===== config.mk =====
export PLATFORM = sky130hd
export DESIGN_NAME = adc_pulse_train_generator
export DESIGN_NICKNAME = d
export VERILOG_FILES = /design/src/rtl/adc_pulse_train_generator.sv
export SDC_FILE = /design/constraint.sdc
export NUM_CORES = 1
export LEC_CHECK = 0
export ABC_AREA = 1
export ABC_CLOCK_PERIOD_IN_PS = 17240
export BUFFER_PORTS_ARGS = -buffer_cell sky130_fd_sc_hd__buf_2
export CAP_MARGIN = 20
export CORE_UTILIZATION = 36
export DETAILED_ROUTE_END_ITERATION = 12
export SYNTH_ARGS = -nofsm -noshare
export SYNTH_HDL_FRONTEND = slang
export SYNTH_SLANG_ARGS = --single-unit

===== constraint.sdc =====
create_clock -name clk -period 17.24 [get_ports clk]
set_clock_uncertainty 0.15 [all_clocks]
set_input_delay 4.31 -clock clk [delete_from_list [all_inputs] [get_ports clk]]
set_output_delay 4.31 -clock clk [all_outputs]
set_load 0.005 [all_outputs]

===== src/rtl/adc_pulse_train_generator.sv =====
// Rectangular pulse-train synthesiser emitting sign-extended ADC samples on an
// AXI-Stream master. Amplitude, baseline, width, period and count are latched on start.
module adc_pulse_train_generator #(
  parameter int ADC_WIDTH        = 14,
  parameter int COUNT_WIDTH      = 32,
  parameter int WIDTH_BITS       = 16,
  parameter int AXIS_TDATA_WIDTH = 32
) (
  input  logic                        clk,
  input  logic                        rst,
  input  logic                        start,
  input  logic                        stop,
  input  logic [COUNT_WIDTH-1:0]      period,
  input  logic [WIDTH_BITS-1:0]       pulse_width,
  input  logic signed [ADC_WIDTH-1:0] amplitude,
  input  logic signed [ADC_WIDTH-1:0] baseline,
  input  logic [COUNT_WIDTH-1:0]      n_pulses,
  output logic [AXIS_TDATA_WIDTH-1:0] M_AXIS_OUT_tdata,
  output logic                        M_AXIS_OUT_tvalid,
  input  logic                        M_AXIS_OUT_tready,
  output logic                        busy,
  output logic                        done,
  output logic [COUNT_WIDTH-1:0]      pulses_sent
);

  localparam int EXT = AXIS_TDATA_WIDTH - ADC_WIDTH;
  localparam logic [COUNT_WIDTH-1:0] CNT_ONE = COUNT_WIDTH'(1);

  typedef enum logic [1:0] {S_IDLE, S_HIGH, S_LOW, S_DONE} state_t;

  state_t                        state_q, state_d;
  logic [COUNT_WIDTH-1:0]        cnt_q, cnt_d;
  logic [COUNT_WIDTH-1:0]        hi_len_q, hi_len_d;
  logic [COUNT_WIDTH-1:0]        lo_len_q, lo_len_d;
  logic [COUNT_WIDTH-1:0]        n_q, n_d;
  logic signed [ADC_WIDTH-1:0]   amp_q, amp_d;
  logic signed [ADC_WIDTH-1:0]   base_q, base_d;
  logic                          stop_q, stop_d;
  logic [AXIS_TDATA_WIDTH-1:0]   tdata_q, tdata_d;
  logic                          tvalid_q, tvalid_d;
  logic                          busy_q, busy_d;
  logic                          done_q, done_d;
  logic [COUNT_WIDTH-1:0]        sent_q, sent_d;

  logic [WIDTH_BITS-1:0]         eff_w;
  logic [COUNT_WIDTH-1:0]        eff_w_c, min_period, eff_p;
  logic                          accept;

  function automatic logic [AXIS_TDATA_WIDTH-1:0] sxt(input logic signed [ADC_WIDTH-1:0] v);
    return {{EXT{v[ADC_WIDTH-1]}}, v};
  endfunction

  // Clamp so every pulse has at least one HIGH and one LOW sample.
  assign eff_w      = (pulse_width == '0) ? WIDTH_BITS'(1) : pulse_width;
  assign eff_w_c    = COUNT_WIDTH'(eff_w);
  assign min_period = eff_w_c + CNT_ONE;
  assign eff_p      = (period > min_period) ? period : min_period;
  assign accept     = tvalid_q & M_AXIS_OUT_tready;

  // NOTE: every always_comb output gets a default first, so no path can infer a latch.
  always_comb begin
    state_d  = state_q;
    cnt_d    = cnt_q;
    hi_len_d = hi_len_q;
    lo_len_d = lo_len_q;
    n_d      = n_q;
    amp_d    = amp_q;
    base_d   = base_q;
    stop_d   = stop_q | (busy_q & stop);
    tdata_d  = tdata_q;
    tvalid_d = tvalid_q;
    busy_d   = busy_q;
    done_d   = 1'b0;
    sent_d   = sent_q;

    unique case (state_q)
      S_IDLE: begin
        if (start) begin
          state_d  = S_HIGH;
          hi_len_d = eff_w_c;
          lo_len_d = eff_p - eff_w_c;
          n_d      = n_pulses;
          amp_d    = amplitude;
          base_d   = baseline;
          cnt_d    = '0;
          sent_d   = '0;
          stop_d   = 1'b0;
          busy_d   = 1'b1;
          tvalid_d = 1'b1;
          tdata_d  = sxt(amplitude);
        end
      end
      S_HIGH: begin
        if (accept) begin
          if (cnt_q == hi_len_q - CNT_ONE) begin
            state_d = S_LOW;
            cnt_d   = '0;
            sent_d  = sent_q + CNT_ONE;
            tdata_d = sxt(base_q);
          end else begin
            cnt_d = cnt_q + CNT_ONE;
          end
        end
      end
      S_LOW: begin
        if (accept) begin
          if (cnt_q == lo_len_q - CNT_ONE) begin
            cnt_d = '0;
            // The end-of-train decision uses the stop already latched before this edge.
            if (((n_q != '0) && (sent_q == n_q)) || stop_q) begin
              state_d  = S_DONE;
              tvalid_d = 1'b0;
              busy_d   = 1'b0;
              done_d   = 1'b1;
              stop_d   = 1'b0;
            end else begin
              state_d = S_HIGH;
              tdata_d = sxt(amp_q);
            end
          end else begin
            cnt_d = cnt_q + CNT_ONE;
          end
        end
      end
      S_DONE: begin
        state_d = S_IDLE;
      end
      default: begin
        state_d = S_IDLE;
      end
    endcase
  end

  // NOTE: sequential state uses non-blocking assignments so all registers update together.
  always_ff @(posedge clk) begin
    if (!rst) begin
      state_q  <= S_IDLE;
      cnt_q    <= '0;
      hi_len_q <= '0;
      lo_len_q <= '0;
      n_q      <= '0;
      amp_q    <= '0;
      base_q   <= '0;
      stop_q   <= 1'b0;
      tdata_q  <= '0;
      tvalid_q <= 1'b0;
      busy_q   <= 1'b0;
      done_q   <= 1'b0;
      sent_q   <= '0;
    end else begin
      state_q  <= state_d;
      cnt_q    <= cnt_d;
      hi_len_q <= hi_len_d;
      lo_len_q <= lo_len_d;
      n_q      <= n_d;
      amp_q    <= amp_d;
      base_q   <= base_d;
      stop_q   <= stop_d;
      tdata_q  <= tdata_d;
      tvalid_q <= tvalid_d;
      busy_q   <= busy_d;
      done_q   <= done_d;
      sent_q   <= sent_d;
    end
  end

  assign M_AXIS_OUT_tdata  = tdata_q;
  assign M_AXIS_OUT_tvalid = tvalid_q;
  assign busy              = busy_q;
  assign done              = done_q;
  assign pulses_sent       = sent_q;

endmodule


==> impl_results.md, run 1 <==
* Worst r2r src: state_q[1]
* First-pass GRT wire length at around 63000 um
* Met1 global-route usage at 0.2619
* DR vias at between 10000 and 15000
* Final setup TNS at 0 ps
* Post-synth EDFFs at 0
* R2R Setup Slk at roughly 14000 ps
* Seq/Total Area, Yosys at 0.2838
* Yosys reg bits at between 150 and 200
* Req. time, crit path at 17440 ps
* Post-synth cell types at 57
* CTS tree: done
* Die H at 195.5 um
* Io pins at 180
* Pre-antenna DRT Iters at 5
* Layout cell share with drive strength beyond 1 at 0.1318
* Synth-to-layout area growth at 12.20%
* Tot GR Track Use at 0.1982
* R2R cell count at 13
* Peak VDD IR at 70.28 uV
* Status: completed
* Initial antenna violation count at 0
* Type of the worst min-delay path: register to register
* Leakage power at between 6 and 7 nW
* Max Slew Vio Count at 0
* Final setup violation count at 0
* Mapped Avg Cell Area at 6.425 um2
* Worst setup endpoint: lo_len_q[24]
* CTS root buffer: clkbuf_16
* Row count at 70
* # port buffers at 179
* Clk slew on worst S/H paths at 70 ps
* Clock Path Buffers at 2
* Final min period at 9861 ps
* Post-route DRC violation count at 0
* Critical Path Sink Type: register
* Cells after DPL at 2644
* Cell accounting for the most synthesized area: dfxtp_1
* Starting density of the core at 0.3672
* Worst-Skew Late Latency at ~450 ps
* Vias/cell at 4.998
* Die X at 195.5 um
* Met3 usage in global routing at 0.02159
* GRT busiest layer: met2
* Setup crit start kind: primary input
* Fill cells at approximately 3900
* Final Wtd Congestion at between 0.9 and 1
* Peak Freq at 0.1014 GHz
* H-tree depth at 4
* Final period util at 0.5720
* Critical path startpoint: pulse_width[1]
* CORE AREA at around 0.037 mm2
* DRT Wirelength at roughly 38000 um
* Max-Cap Viols at 0
* Top-count cell post-synth: nand2_1
* Antenna viol nets, final at 0
* Overflow after GRT at 0
* Pin count of the biggest net entering global routing at 93
* Most frequent CP cell: nand2_1
* Grt met2 use at 0.3360
* Worst path arrival time at approximately 10000 ps
* CP max FO at 29
* Yosys warnings at 0
* Cell area after synthesis at around 0.013 mm2
* RSZ-0062 raised after global routing: false
* Nets at 2349
* R2r endpoint: cnt_q[21]
* Layout Cells excl Fill at 2676
* Full die area at 0.03821 mm2
* Slew margin rel. at 0.3484
* Crit-path slowest cell: inv_1
* Power per cell area at 119.8 mW/mm2
* Hold Violations, Final at 0
* DP HPWL at 28530 um
* Syn nets at ~2300
* Total clock buffers created by CTS at 17
* Routed WL per cell at 14.09 um
* Top cells by count, synth: 379 x nand2_1, 358 x nor2_1, 238 x inv_1
* Area fraction of the dominant cell type after synthesis at 0.2838
* Top cells by area, synth: dfxtp_1 28%, nand2_1 11%, nor2_1 10%, inv_1 6.6%, xor2_1 6.2%
* Hold Buf Count CTS at 0
* Max stage delay on crit path at 540 ps
* Clock Sink Count at 191
* Worst-margin pin slew at roughly 980 ps
* # Post-CTS Setup Buffers at 0
* Worst setup path category: primary input to register
* Antenna Cells at 0
* Mapped Cells at roughly 2100
* Async set-reset flop share out of synthesis at 0
* Initial DRC count at just over 700
* Synth Flop Type: dfxtp_1
* Vias in the first global route at 12620
* Post-cts sizing count at 0
## cell families after synthesis
kind of cell	synth area share
and+or+nand+nor	0.3528
buffers and inverters	0.1053
AOI/OAI and AO/OA	0.1253
DFF	0.2838
xor gates and xnor gates	0.09425
adders and majority gates	0.03863
## per-stage QoR
step	hold slack, ps	cell area (um2)	worst slack, ps	total power, mW	utilization
floorplan	296.3	13470	7919	1.230	-
global placement	315.0	14520	7109	1.399	0.3957
detailed placement	323.6	14520	6969	1.413	0.3957
CTS	341.2	15120	7438	1.827	0.4120
global route	356.6	15120	6467	1.962	0.4120
finish	337.8	15120	7379	1.810	0.4120
## layout make-up
cell class	count	area [um2]	share of cell area
Clock buffer	17	425.4	0.02814
Clock inverter	15	172.7	0.01142
Inverter	245	923.4	0.06108
Multi-Input combinational cell	1555	8244	0.5453
Sequential cell	191	3824	0.2529
Tap cell	468	585.6	0.03873
Timing Repair Buffer	185	943.4	0.06240
## power by group
group / switching (mW) / leakage [nW] / internal (mW) / total, mW
Clock: 0.203 / 0.292 / 0.208 / 0.411
Combinational: 0.522 / 4.99 / 0.278 / 0.799
Sequential: 0.0775 / 1.57 / 0.523 / 0.600
## placed cells by master (no fill, tap or decap), types with 7 or more instances in the layout
| cell | count |
|---|---|
| xnor2_1 | 50 |
| nand4_1 | 50 |
| or2_2 | 11 |
| nand3b_1 | 32 |
| buf_2 | 178 |
| inv_1 | 237 |
| o21ai_0 | 143 |
| nand2_1 | 378 |
| a21oi_1 | 122 |
| ha_1 | 39 |
| nand3_2 | 8 |
| a31oi_1 | 17 |
| buf_4 | 7 |
| nor2_2 | 17 |
| nand2_2 | 9 |
| nand3_1 | 88 |
| nor3_1 | 50 |
| nor2_1 | 357 |
| dfxtp_1 | 191 |
| nor4_1 | 32 |
| xor2_1 | 95 |
| clkbuf_16 | 17 |
## layer usage
layer	wire length [um]	vias up
met3	1277	40
met1	17920	6115
met2	17750	256
met4	764	0
met5	0	-
li1	-	6963
## how the worst min path moves through the flow
stage	slack, ps	endpoint	depth (start not counted)	start
after floorplan	300	stop_q	2	stop_q
after global routing	360	base_q[1]	2	base_q[1]
final	340	stop_q	2	stop_q
after global placement	310	base_q[8]	2	base_q[8]
after CTS	340	base_q[13]	2	base_q[13]
after detailed placement	320	base_q[13]	2	base_q[13]
## worst max-delay path: cells and delay by family
family / cells / cell delay [ps]
XOR/XNOR: 1 / 160
AND/OR/NAND/NOR: 26 / 2910
adder cells (fa/ha/maj): 2 / 770
buffers and inverters: 5 / 820
AO/OA/AOI/OAI: 5 / 1090
## flip-flops by register name, indices dropped and copies added (netlist names), 2 cells and up
register	count
n_q	32
pulses_sent	32
state_q	2
M_AXIS_OUT_tdata	14
lo_len_q	32
base_q	14
cnt_q	32
amp_q	14
hi_len_q	16
No activity file was read; power rests on OpenSTA's default activity.
==> inputs of run 2 (changes only) <==
ABC_CLOCK_PERIOD_IN_PS = 9880   (was 17240)
clock period = 9.88 ns   (was 17.24 ns; I/O delays follow)
==> impl_results.md, run 2 (synthesis gave the netlist of run 1 again) <==
* Hold Path End: stop_q
* DR vias at 13420
* CP delay by family, top: simple AND/OR/NAND/NOR gates
* Total clock buffers created by CTS at 17
* Final setup TNS at 0 ps
* Power per cell area at between 200 and 250 mW/mm2
* H-tree depth at 4
* Full die area at roughly 0.038 mm2
* CTS root buffer: clkbuf_16
* Max-Cap Viols at 0
* Met3 usage in global routing at 0.02815
* Met1 global-route usage at 0.2580
* Worst-Skew Late Latency at 450 ps
* Starting density of the core at 0.3672
* Most frequent CP cell: nand2_1
* R2R Setup Slk at 6360 ps
* PnR worst setup slack at 1840 ps
* Pre-antenna DRT Iters at 5
* Most common cell after layout, fill and taps aside: nand2_1
* Io pins at 180
* Clock Path Buffers at 2
* Fin util at 0.4123
* Type of the worst min-delay path: register to register
* DRT Wirelength at 37570 um
* Routed WL per cell at 14.04 um
* Dpl ws at 1410 ps
* Overall power at 3.161 mW
* Final setup violation count at 0
* Worst r2r src: state_q[1]
* Clock Sink Count at 191
* Worst path arrival time at slightly above 8000 ps
* Launch point of the worst hold path: stop_q
* Fill cells at a little under 4000
* RSZ-0062 raised after global routing: false
* Peak Freq at 0.1244 GHz
* Req. time, crit path at a little over 10000 ps
* Tot GR Track Use at 0.1967
* R2r endpoint: cnt_q[8]
* First-pass GRT wire length at 61880 um
* Crit-path slowest cell: inv_1
* Hold Violations, Final at 0
* Nets at 2349
* CP bufs+invs at 5
* CORE AREA at 0.03670 mm2
* Synth-to-layout area growth at 12.29%
* Worst-margin pin slew at between 900 and 1000 ps
* Clk slew on worst S/H paths at 80 ps
* Post-cts sizing count at 0
* Vias/cell at around 5
* Hold path cells at 2
* Die X at 195.5 um
* Slew margin rel. at 0.3365
* Hold Buf Count CTS at 0
* Antenna Cells at 0
* Pin count of the biggest net entering global routing at 93
* # port buffers at between 150 and 200
* Grt met2 use at 0.3329
* # Post-CTS Setup Buffers at 0
* Peak VDD IR at around 120 uV
* Multi-input logic area at 0.008244 mm2
* Final period util at 0.8138
* Max stage delay on crit path at 550 ps
* Max Slew Vio Count at 0
* Critical Path Sink Type: register
* CTS tree: done
* CP max FO at 29
* DP HPWL at approximately 28000 um
* Final min period at 8040 ps
* Overflow after GRT at 0
* Leakage power at 6.856 nW
* Setup crit start kind: primary input
* Vias in the first global route at 12430
* R2R cell count at 13
* Initial antenna violation count at 0
* Post-route DRC violation count at 0
* Layout cell share with drive strength beyond 1 at 0.1318
* Seq. cell area at 0.003824 mm2
* Status: completed
* Row count at 70
* Final Wtd Congestion at 0.9362
* Commonest cells after routing, fill and taps aside: 378 x nand2_1, 357 x nor2_1, 237 x inv_1, 191 x dfxtp_1, 178 x buf_2
* Initial DRC count at between 800 and 900
* Antenna viol nets, final at 0
* Die H at 195.5 um
* GRT busiest layer: met2
* Worst setup path category: primary input to register
run 2: area by class of cell:
cell class	instances	share of cell area
clock inverters	14	0.01125
clock buffers	18	0.02903
repair buffers	185	0.06236
inverters	245	0.06103
flip-flops and latches	191	0.2527
multi-input cells	1555	0.5449
well taps	468	0.03870
run 2: how the worst max path moves through the flow:
stage / start / to / slack (ps) / cells after the start
6_report: pulse_width[1] / lo_len_q[18] / 1840 / 39
5_1_grt: pulse_width[1] / lo_len_q[24] / 950 / 39
4_1_cts: pulse_width[1] / lo_len_q[24] / 1890 / 39
3_5_place_dp: pulse_width[1] / lo_len_q[24] / 1410 / 39
3_3_place_gp: pulse_width[1] / lo_len_q[20] / 1590 / 39
2_1_floorplan: pulse_width[2] / lo_len_q[18] / 2400 / 39
run 2: stage by stage:
stage,instance area [um2],hold slack (ps),instances
2_1_floorplan,13470,296.3,2097
5_1_grt,15130,361.0,2676
4_1_cts,15130,341.0,2676
6_report,15130,336.2,2676
3_5_place_dp,14520,323.6,2644
3_3_place_gp,14520,315.0,2644
run 2: report_power, final:
part	leakage (nW)	switching (mW)	total [mW]	internal, mW
clock network	0.295	0.351	0.720	0.369
logic	4.99	0.909	1.39	0.484
registers	1.57	0.135	1.05	0.912
total	6.86	1.39	3.16	1.77
run 2: worst reg2reg max path: stages, from the launching register on:
cell and delay (ps):
dfxtp_1 350, inv_1 120, ha_2 850, nand2_1 120, nand2_1 90, inv_1 80
nand2_1 130, nor2_4 40, buf_4 290, inv_1 610, nor2_1 130, or2_2 300
nand3_1 70, a21oi_1 50
run 2: per-layer routing:
metal | up-vias | wire, um
met5 | - | 0
met4 | 0 | 698
met3 | 46 | 1392
met2 | 302 | 17600
met1 | 6117 | 17880
li1 | 6956 | -
